==> src/rtl/load_store_unit_pkg.sv <==
// ============================================================================
// Module : lsu_pkg
// Brief  : Shared op encodings, FSM state type and access-fault helper for
//          the load/store unit.
// Rev    : 1.0  initial release
// ============================================================================
`default_nettype none

package lsu_pkg;

    localparam logic [1:0]  OP_LW = 2'b00;
    localparam logic [1:0]  OP_SW = 2'b01;
    localparam logic [1:0]  OP_LB = 2'b10;
    localparam logic [1:0]  OP_SB = 2'b11;

    localparam logic [15:0] MEM_TOP_DEFAULT = 16'd10000;

    typedef enum logic [2:0] {
        ST_IDLE  = 3'd0,
        ST_READ  = 3'd1,
        ST_WRITE = 3'd2,
        ST_RESP  = 3'd3,
        ST_FAULT = 3'd4
    } lsu_state_t;

    // Word ops must be even; every op must keep its whole word below the top.
    function automatic logic lsu_access_fault(input logic [1:0]  op,
                                              input logic [15:0] addr,
                                              input logic [15:0] top);
        return ((addr | 16'h0001) > top) ||
               (((op == OP_LW) || (op == OP_SW)) && addr[0]);
    endfunction

endpackage

`default_nettype wire

==> src/rtl/load_store_unit_if.sv <==
// ============================================================================
// Module : load_store_unit_if
// Brief  : Pipeline request/response and data-memory port bundle.
// Rev    : 1.0  initial release
// ============================================================================
`default_nettype none

interface load_store_unit_if;

    logic        req_valid;
    logic        req_ready;
    logic [1:0]  req_op;
    logic        req_unsigned;
    logic [15:0] req_addr;
    logic [15:0] req_wdata;

    logic        rsp_valid;
    logic [15:0] rsp_data;
    logic        rsp_fault;

    logic        mem_ren;
    logic        mem_wen;
    logic [15:0] mem_addr;
    logic [15:0] mem_wdata;
    logic [15:0] mem_rdata;

    // master: the LSU itself (initiator toward memory, responder to the pipe)
    modport master (
        input  req_valid, req_op, req_unsigned, req_addr, req_wdata, mem_rdata,
        output req_ready, rsp_valid, rsp_data, rsp_fault,
               mem_ren, mem_wen, mem_addr, mem_wdata
    );

    // slave: the pipeline plus data memory surrounding the LSU
    modport slave (
        output req_valid, req_op, req_unsigned, req_addr, req_wdata, mem_rdata,
        input  req_ready, rsp_valid, rsp_data, rsp_fault,
               mem_ren, mem_wen, mem_addr, mem_wdata
    );

endinterface

`default_nettype wire

==> src/rtl/load_store_unit_byte_lane.sv <==
// ============================================================================
// Module : lsu_byte_lane
// Brief  : Byte-lane select/extend for LB and lane merge for SB.
//          Lane 0 (even address) is [15:8], lane 1 (odd) is [7:0].
// Rev    : 1.0  initial release
// ============================================================================
`default_nettype none

module lsu_byte_lane (
    input  wire logic [15:0] i_word,
    input  wire logic        i_lane,
    input  wire logic [7:0]  i_byte,
    input  wire logic        i_zero_ext,
    output logic      [15:0] o_load_ext,
    output logic      [15:0] o_store_word
);

    logic [7:0] w_sel;

    assign w_sel        = i_lane ? i_word[7:0] : i_word[15:8];
    assign o_load_ext   = i_zero_ext ? {8'h00, w_sel} : {{8{w_sel[7]}}, w_sel};
    assign o_store_word = i_lane ? {i_word[15:8], i_byte} : {i_byte, i_word[7:0]};

endmodule

`default_nettype wire

==> src/rtl/load_store_unit.sv <==
// ============================================================================
// Module : load_store_unit
// Brief  : MEM-stage load/store initiator; byte stores done as read-modify-
//          write over a 16-bit-only memory write port.
// Rev    : 1.0  initial release
// ============================================================================
`default_nettype none

module load_store_unit
    import lsu_pkg::*;
#(
    parameter logic [15:0] MEM_TOP = MEM_TOP_DEFAULT
) (
    input  wire logic          clk,
    input  wire logic          rst,
    load_store_unit_if.master  bus
);

    lsu_state_t  r_state;
    lsu_state_t  w_state_nxt;

    logic [1:0]  r_op;
    logic        r_unsigned;
    logic        r_lane;
    logic [7:0]  r_wbyte;

    logic        r_req_ready;
    logic        r_rsp_valid;
    logic        r_rsp_fault;
    logic [15:0] r_rsp_data;
    logic        r_mem_ren;
    logic        r_mem_wen;
    logic [15:0] r_mem_addr;
    logic [15:0] r_mem_wdata;

    logic        w_accept;
    logic        w_fault;
    logic [15:0] w_load_ext;
    logic [15:0] w_store_word;

    assign w_accept = (r_state == ST_IDLE) && bus.req_valid;
    assign w_fault  = lsu_access_fault(bus.req_op, bus.req_addr, MEM_TOP);

    lsu_byte_lane u_byte_lane (
        .i_word       (bus.mem_rdata),
        .i_lane       (r_lane),
        .i_byte       (r_wbyte),
        .i_zero_ext   (r_unsigned),
        .o_load_ext   (w_load_ext),
        .o_store_word (w_store_word)
    );

    always_ff @(posedge clk or posedge rst) begin
        if (rst) begin
            r_state <= ST_IDLE;
        end else begin
            r_state <= w_state_nxt;
        end
    end

    always_comb begin
        w_state_nxt = r_state;
        case (r_state)
            ST_IDLE: begin
                if (bus.req_valid) begin
                    if (w_fault) begin
                        w_state_nxt = ST_FAULT;
                    end else if (bus.req_op == OP_SW) begin
                        w_state_nxt = ST_WRITE;
                    end else begin
                        w_state_nxt = ST_READ;
                    end
                end
            end
            ST_READ:  w_state_nxt = (r_op == OP_SB) ? ST_WRITE : ST_RESP;
            ST_WRITE: w_state_nxt = ST_RESP;
            default:  w_state_nxt = ST_IDLE;
        endcase
    end

    // Every port output is registered from the next state so it lines up
    // with the state it belongs to.
    always_ff @(posedge clk or posedge rst) begin
        if (rst) begin
            r_op        <= OP_LW;
            r_unsigned  <= 1'b0;
            r_lane      <= 1'b0;
            r_wbyte     <= 8'h00;
            r_req_ready <= 1'b1;
            r_rsp_valid <= 1'b0;
            r_rsp_fault <= 1'b0;
            r_rsp_data  <= 16'h0000;
            r_mem_ren   <= 1'b0;
            r_mem_wen   <= 1'b0;
            r_mem_addr  <= 16'h0000;
            r_mem_wdata <= 16'h0000;
        end else begin
            r_req_ready <= (w_state_nxt == ST_IDLE);
            r_mem_ren   <= (w_state_nxt == ST_READ);
            r_mem_wen   <= (w_state_nxt == ST_WRITE);
            r_rsp_valid <= (w_state_nxt == ST_RESP) || (w_state_nxt == ST_FAULT);
            r_rsp_fault <= (w_state_nxt == ST_FAULT);

            if (w_accept) begin
                r_op       <= bus.req_op;
                r_unsigned <= bus.req_unsigned;
                r_lane     <= bus.req_addr[0];
                r_wbyte    <= bus.req_wdata[7:0];
                if (!w_fault) begin
                    r_mem_addr <= {bus.req_addr[15:1], 1'b0};
                end
            end

            // SW writes straight from the request; SB merges into the word just read.
            if (w_state_nxt == ST_WRITE) begin
                r_mem_wdata <= (r_state == ST_IDLE) ? bus.req_wdata : w_store_word;
            end

            if (w_state_nxt == ST_FAULT) begin
                r_rsp_data <= 16'h0000;
            end else if (w_state_nxt == ST_RESP) begin
                if (r_state != ST_READ) begin
                    r_rsp_data <= 16'h0000;
                end else if (r_op == OP_LW) begin
                    r_rsp_data <= bus.mem_rdata;
                end else begin
                    r_rsp_data <= w_load_ext;
                end
            end
        end
    end

    assign bus.req_ready = r_req_ready;
    assign bus.rsp_valid = r_rsp_valid;
    assign bus.rsp_fault = r_rsp_fault;
    assign bus.rsp_data  = r_rsp_data;
    assign bus.mem_ren   = r_mem_ren;
    assign bus.mem_wen   = r_mem_wen;
    assign bus.mem_addr  = r_mem_addr;
    assign bus.mem_wdata = r_mem_wdata;

endmodule

`default_nettype wire

==> src/flat_wrapper.sv <==
// flat-port wrapper written by rule: the top's interface ports become plain ports
module load_store_unit_flat import lsu_pkg::*;
#(
    parameter logic [15:0] MEM_TOP = MEM_TOP_DEFAULT
)
  (clk, rst, bus_req_valid, bus_req_op, bus_req_unsigned, bus_req_addr, bus_req_wdata, bus_mem_rdata, bus_req_ready, bus_rsp_valid, bus_rsp_data, bus_rsp_fault, bus_mem_ren, bus_mem_wen, bus_mem_addr, bus_mem_wdata);
  load_store_unit_if bus_i ();
  input  wire logic clk;
  input  wire logic rst;
  input wire logic [$bits(bus_i.req_valid)-1:0] bus_req_valid;
  input wire logic [$bits(bus_i.req_op)-1:0] bus_req_op;
  input wire logic [$bits(bus_i.req_unsigned)-1:0] bus_req_unsigned;
  input wire logic [$bits(bus_i.req_addr)-1:0] bus_req_addr;
  input wire logic [$bits(bus_i.req_wdata)-1:0] bus_req_wdata;
  input wire logic [$bits(bus_i.mem_rdata)-1:0] bus_mem_rdata;
  output wire logic [$bits(bus_i.req_ready)-1:0] bus_req_ready;
  output wire logic [$bits(bus_i.rsp_valid)-1:0] bus_rsp_valid;
  output wire logic [$bits(bus_i.rsp_data)-1:0] bus_rsp_data;
  output wire logic [$bits(bus_i.rsp_fault)-1:0] bus_rsp_fault;
  output wire logic [$bits(bus_i.mem_ren)-1:0] bus_mem_ren;
  output wire logic [$bits(bus_i.mem_wen)-1:0] bus_mem_wen;
  output wire logic [$bits(bus_i.mem_addr)-1:0] bus_mem_addr;
  output wire logic [$bits(bus_i.mem_wdata)-1:0] bus_mem_wdata;
  assign bus_i.req_valid = bus_req_valid;
  assign bus_i.req_op = bus_req_op;
  assign bus_i.req_unsigned = bus_req_unsigned;
  assign bus_i.req_addr = bus_req_addr;
  assign bus_i.req_wdata = bus_req_wdata;
  assign bus_i.mem_rdata = bus_mem_rdata;
  assign bus_req_ready = bus_i.req_ready;
  assign bus_rsp_valid = bus_i.rsp_valid;
  assign bus_rsp_data = bus_i.rsp_data;
  assign bus_rsp_fault = bus_i.rsp_fault;
  assign bus_mem_ren = bus_i.mem_ren;
  assign bus_mem_wen = bus_i.mem_wen;
  assign bus_mem_addr = bus_i.mem_addr;
  assign bus_mem_wdata = bus_i.mem_wdata;
  load_store_unit #(.MEM_TOP(MEM_TOP)) u_core (.clk(clk), .rst(rst), .bus(bus_i));
endmodule
==> config.mk <==
export PLATFORM = sky130hd
export DESIGN_NAME = load_store_unit_flat
export DESIGN_NICKNAME = d
export VERILOG_FILES = /design/src/rtl/load_store_unit_pkg.sv /design/src/rtl/load_store_unit_if.sv /design/src/rtl/load_store_unit_byte_lane.sv /design/src/rtl/load_store_unit.sv /design/src/flat_wrapper.sv
export SDC_FILE = /design/constraint.sdc
export NUM_CORES = 1
export LEC_CHECK = 0
export CORE_AREA = 3 3 109 69
export CTS_BUF_LIST = sky130_fd_sc_hd__clkbuf_4
export DETAILED_ROUTE_END_ITERATION = 10
export DIE_AREA = 0 0 112 72
export HOLD_SLACK_MARGIN = 0.05
export MAX_ROUTING_LAYER = met4
export PLACE_DENSITY = 0.85
export REMOVE_ABC_BUFFERS = 1
export SETUP_SLACK_MARGIN = 0.1
export SYNTH_ARGS = -nofsm -noshare
export SYNTH_HDL_FRONTEND = slang
export SYNTH_SLANG_ARGS = --single-unit
export TNS_END_PERCENT = 100
==> constraint.sdc <==
create_clock -name clk -period 2.5 [get_ports clk]
set_input_delay 0.5 -clock clk [delete_from_list [all_inputs] [get_ports clk]]
set_output_delay 0.5 -clock clk [all_outputs]
set_load 0.01 [all_outputs]
Word level (Yosys, flattened, before mapping)
Cells that the tools add are included.

storage, ports and cells
  output and inout bits = 53
  word-level logic and storage cells = 48
  bits in registers = 67

cells by class
  reductions and logical operators = 11
  magnitude comparators = 1
  mux-type cells = 13
  bitwise logic cells = 1
  equality and inequality tests = 9

operator list
  cell                                                   number
  two-way mux 16 bit                                     7
  > comparator 16 x 14 -> 1 bit, second input constant   1
  equality test 3 x 2 -> 1 bit, second input constant    3
  case mux 3 bit (3 select lines)                        1
  two-way mux 8 bit                                      1
  equality test 3 x 1 -> 1 bit, second input constant    2
  zero test 3 bit                                        2
  two-way mux 3 bit                                      2
  zero test 2 bit                                        2
  equality test 3 bit, second input constant             1
  logical OR 1 bit                                       3
  inequality test 3 x 1 -> 1 bit, second input constant  1
  equality test 2 x 1 -> 1 bit, second input constant    1
  equality test 2 bit, second input constant             1
  logical AND 1 bit                                      2
  two-way mux 2 bit                                      1
  AND reduction 2 bit                                    1
  nonzero test 2 bit                                     1
  two-way mux 1 bit                                      1
  NOT 1 bit                                              1

Logic depth before layout (Yosys ltp)
  word-level depth = 10
  gate-level depth with buffers = 7

By module
A second synthesis with hierarchy kept.

second synthesis, totals
  cell total of the unflattened synthesis = 237
  area, all modules = 3460.8 µm²

by module, submodules not included
  module           area each (µm²)  instances  seq. area each (µm²)  cells an instance
  load_store_unit  2994.1           1          1677.9                202
  lsu_byte_lane    466.7            1          0.0                   35

Worst setup path after synthesis
Ideal clock, no wire load.

  path kind = input port to flip-flop
  start = input port bus_req_addr[15]
  end = register u_core.r_mem_wdata[10], in the netlist u_core.bus.mem_wdata[10]
  setup time = 0.125 ns
  data arrival time = 2.079 ns
  path buffers = 1
  path slack = 0.296 ns
  stages on the path = 6
  cells stage by stage = or4_1 > nor3_4 > o31ai_4 > nand3_4 > buf_6 > mux2_4

between the ends
  cells in the longest elaborated chain, start to end = 6

ends and longest elaborated chain
  what                             line                       source
  from (decl)                      flat_wrapper.sv:13         input wire logic [$bits(bus_i.req_addr)-1:0] bus_req_addr;
  > comparator 16 x 14 -> 1 bit    load_store_unit_pkg.sv:30  return ((addr | 16'h0001) > top) ||
  logical OR 1 bit                 load_store_unit_pkg.sv:30
  two-way mux 3 bit                load_store_unit.sv:66      if (w_fault) begin
  two-way mux 3 bit                load_store_unit.sv:65      if (bus.req_valid) begin
  case mux 3 bit (3 select lines)  load_store_unit.sv:63      case (r_state)
  via u_core.w_state_nxt[1]        load_store_unit.sv:20      lsu_state_t w_state_nxt;
  equality test 3 x 2 -> 1 bit     load_store_unit.sv:115     if (w_state_nxt == ST_WRITE) begin
  to (signal assigned)             load_store_unit.sv:116     r_mem_wdata <= (r_state == ST_IDLE) ? bus.req_wdata : w_store_word;
  to (decl)                        load_store_unit.sv:34      logic [15:0] r_mem_wdata;

The timed path passes the listed nets, and every way through them passes these cells.
A chain may end at the register's enable or synchronous reset.

Final worst setup path
  start = input port bus_req_addr[12]
  end = register u_core.r_rsp_valid, in the netlist u_core.bus.rsp_valid

between the ends
  cells in the longest elaborated chain, start to end = 7

ends and longest elaborated chain
  what                                                                 line                       source
  > comparator 16 x 14 -> 1 bit (*)                                    load_store_unit_pkg.sv:30
  logical OR 1 bit (*)                                                 load_store_unit_pkg.sv:30
  two-way mux 3 bit (*)                                                load_store_unit.sv:66
  two-way mux 3 bit (*)                                                load_store_unit.sv:65
  case mux 3 bit (3 select lines) (*)                                  load_store_unit.sv:63
  via u_core.w_state_nxt[2]                                            load_store_unit.sv:20
  equality test 3 x 2 -> 1 bit or equality test 3 bit (tied branches)  load_store_unit.sv:101     r_rsp_valid <= (w_state_nxt == ST_RESP) || (w_state_nxt == ST_FAULT);
  logical OR 1 bit (*)                                                 load_store_unit.sv:101
  to (signal assigned)                                                 load_store_unit.sv:101
  to (decl)                                                            load_store_unit.sv:28      logic r_rsp_valid;

The timed path passes the listed nets; every way through them passes the cells marked *.

==> results.sh <==
export IMPL_status="finished clean"
export IMPL_yosysTopAreaCellShare_pct=53.77
export IMPL_drc=0
export IMPL_num_fill_cells=512
export IMPL_postCtsHoldBufs=0
export IMPL_ir_drop_mv=0.8203
export IMPL_synth_cell_types=36
export IMPL_slew_viol_final=0
export IMPL_overflow=0
export IMPL_grt_usage_pct=20.87
export IMPL_crit_slowest_cell="nor2_2"
export IMPL_clk_pin_slew_ps=110
export IMPL_synth_area_mux_share_pct=19.23
export IMPL_worstSetupPathType="in2reg"
export IMPL_yosysTopAreaCell="dfrtp_1"
export IMPL_fmax_mhz=437.4
export IMPL_max_stage_delay_ps=550
export IMPL_required_ps=2820
export IMPL_ant_nets=0
export IMPL_cp_common_cell="o21a_1"
export IMPL_drv_cap=0
export IMPL_fp_dieH_um=72
export IMPL_core_area_um2=6590
export IMPL_cts_resized=0
export IMPL_grt_max_degree=68
export IMPL_numPortBuffers=105
export IMPL_area_delta_synth_final_pct=44.93
export IMPL_fin_nets=436
export IMPL_synth_fa_ha_area_share_pct=0
export IMPL_die_x_um=112
export IMPL_p_seq_share_pct=34.2
export IMPL_post_dp_hpwl_um=5698
export IMPL_antenna_found_initial=0
export IMPL_ys_top_cells_by_area="dfrtp_1, mux2i_1, mux2_2, nand2_1, mux2_4"
export IMPL_multi_input_area_um2=1314
export IMPL_total_power_mw=5.386
export IMPL_routed_via_density=5.129
export IMPL_crit_fanout=17
export IMPL_tightest_slew_ps=700.5
export IMPL_synth_simple_area_share_pct=12.22
export IMPL_netlist_area_um2=3072
export IMPL_cts_tree="done"
export IMPL_start_util_pct=46.61
export IMPL_power_static_leakage_nw=2.015
export IMPL_syn_inst=265
export IMPL_first_global_vias=2485
export IMPL_crit_start="bus_req_addr[12]"
export IMPL_die_area_um2=8064
export IMPL_htreeDepth=3
export IMPL_pin_count=107
export IMPL_fin_crit_ps=2286
export IMPL_crit_buf_inv=3
export IMPL_clockRootBuffer="clkbuf_4"
export IMPL_cts_sinks=67
export IMPL_p_clk_share_pct=14.4
export IMPL_ys_ff_latch=67
export IMPL_cts_post_setup_buffers_inserted=0
export IMPL_fin_crit_sh_pct=91.45
export IMPL_clk_latency_ps=420
export IMPL_drt_iter0_drc=118
export IMPL_p_sw_share_pct=35.81
export IMPL_regArea_um2=1678
export IMPL_p_int_mw=3.457
export IMPL_hold_class="in2async"
export IMPL_synthXorXnorAreaFrac_pct=0
export IMPL_crit_chain="clkdlybuf4s50_1 -> o21a_1 -> a2111o_1 -> o21a_1 -> nor2_2 -> buf_4 -> inv_1"
export IMPL_ys_seq_area_share_pct=54.62
export IMPL_synth_compound_area_share_pct=11.00
export IMPL_rows=23
export IMPL_placed_area_um2=4300
export IMPL_rrSetupSlack_ps=530
export IMPL_gp_congestion=0.8210
export IMPL_wl_per_cell_um=16.60
export IMPL_grt_pass1_wl_um=12840
export IMPL_worst_ep_arrival_time_ps=2600
export IMPL_start_kind="primary input"
export IMPL_switchingPower_mw=1.929
export IMPL_drive_gt1_share_pct=17.10
export IMPL_path_delay_family="compound AO/OA/AOI/OAI gates"
export IMPL_avgSynthCellArea_um2=11.59
export IMPL_max_slew_margin_rel_pct=53.25
export IMPL_finalSetupViolCount=0
export IMPL_fin_skew_ps=12.25
export IMPL_drt_total_wl_um=7869
export IMPL_rr_startpoint="u_core.r_state[0]"
export IMPL_p_per_area_nw_per_um2=1210
export IMPL_cts_buffer_depth=2
export IMPL_p_comb_share_pct=51.4
export IMPL_worstReg2RegEnd="u_core.bus.mem_wdata[12]"
export IMPL_rsz0062_at_grt="false"
export IMPL_reg2reg_depth=5
export IMPL_firstDrtPassIters=5
export IMPL_finalHoldViolCount=0
export IMPL_dr_total_vias=2431
export IMPL_final_util_pct=67.55
export IMPL_fin_area_um2=4452
export IMPL_synth_top_family_by_area="multiplexers"
export IMPL_yosysWarnings=0
export IMPL_cts_buffers=9
export IMPL_critPathCaptureType="register"
[worst min-delay path, delay by kind of cell]
family / cells / cell delay, ps
buffers and inverters: 3 / 790
[final cells by class]
| cell class | instances | area share [%] |
|---|---|---|
| sequential | 67 | 37.69 |
| multi-input combinational | 180 | 29.51 |
| timing repair buffer | 119 | 26.53 |
| tap | 87 | 2.445 |
| clock inverter | 6 | 1.827 |
| clock buffer | 9 | 1.518 |
| inverter | 5 | 0.4216 |
| antenna | 1 | 0.05621 |
[state kept, by name, indices dropped and copies added (netlist names), 2 cells and up]
register / cells
u_core.bus.mem_wdata: 16
u_core.bus.rsp_data: 16
u_core.bus.mem_addr: 15
u_core.r_wbyte: 8
u_core.r_state: 3
u_core.r_op: 2
[metal layers]
layer,global-route usage (%),share of wire [%],vias to the layer above
met5,-,0,-
met4,4.800,0.89,0
met3,5.667,7.1,10
met2,30.81,45,86
met1,29.18,47,1169
li1,-,-,1166
[kinds of logic (layout without fill, tap and decap cells)]
group | count (synthesis) | count (layout)
other | 1 | 2
and+or+nand+nor | 80 | 80
muxes | 52 | 52
DFF | 67 | 67
AOI/OAI and AO/OA | 47 | 47
buffers and inverters | 18 | 139
[worst max path at each step]
stage / end / slack [ps] / cells after the start
2_1_floorplan: u_core.bus.mem_addr[10] / -560 / 4
3_3_place_gp: u_core.bus.rsp_valid / -200 / 7
3_5_place_dp: u_core.bus.mem_wdata[11] / -210 / 6
4_1_cts: u_core.bus.rsp_valid / 230 / 7
5_1_grt: u_core.bus.rsp_valid / 110 / 7
6_report: u_core.bus.rsp_valid / 210 / 7
[placed cells by master (no fill, tap or decap), types with 2 or more instances in the layout]
cell type and instances:
nand4_1 2, bufinv_16 2, a21oi_1 3, mux2_2 20, o21ai_0 18, o2bb2ai_1 15
o21a_1 3, nor3_4 2, dfrtp_1 66, mux2i_1 23, nand2_1 53, mux2_4 9
and2_1 2, clkbuf_4 9, nor2_1 9, a21o_1 5, nor2b_1 2, inv_1 4
buf_12 2, clkdlybuf4s50_1 105, buf_4 12, clkinv_1 2
[Yosys cell counts, drive strengths merged]
library cell  count
nand4             2
nand3             2
inv               5
o2bb2ai          15
o2111ai           1
nor2b             2
or3b              1
nor4              1
nand2b            1
a21o              5
o21ai            18
and2              2
dfstp             1
dfrtp            66
nor2             10
nor3              4
nand2            53
or4               1
mux2i            23
mux2             29
a21oi             3
conb              1
buf               7
or2               1
o31ai             1
clkbuf            6
o21a              3
a2111o            1
[through the flow]
step,cells,hold slack (ps),setup TNS (ps),worst slack [ps]
6_report,474,460.1,0,213.7
4_1_cts,473,463.7,0,233.5
3_3_place_gp,458,462.0,-4634,-202.2
5_1_grt,473,506.1,0,112.9
3_5_place_dp,458,463.9,-5331,-210.2
2_1_floorplan,252,447.5,-8949,-564.5
[power groups by stage]
stage / clock [mW] / sequential, mW / combinational [mW]
floorplan: 0 / 1.98 / 1.42
global placement: 0 / 1.84 / 2.72
detailed placement: 0 / 1.85 / 2.79
CTS: 0.795 / 1.84 / 2.80
global route: 0.845 / 1.90 / 3.01
finish: 0.777 / 1.84 / 2.77
Note: power is estimated with default switching activity, not from simulation.
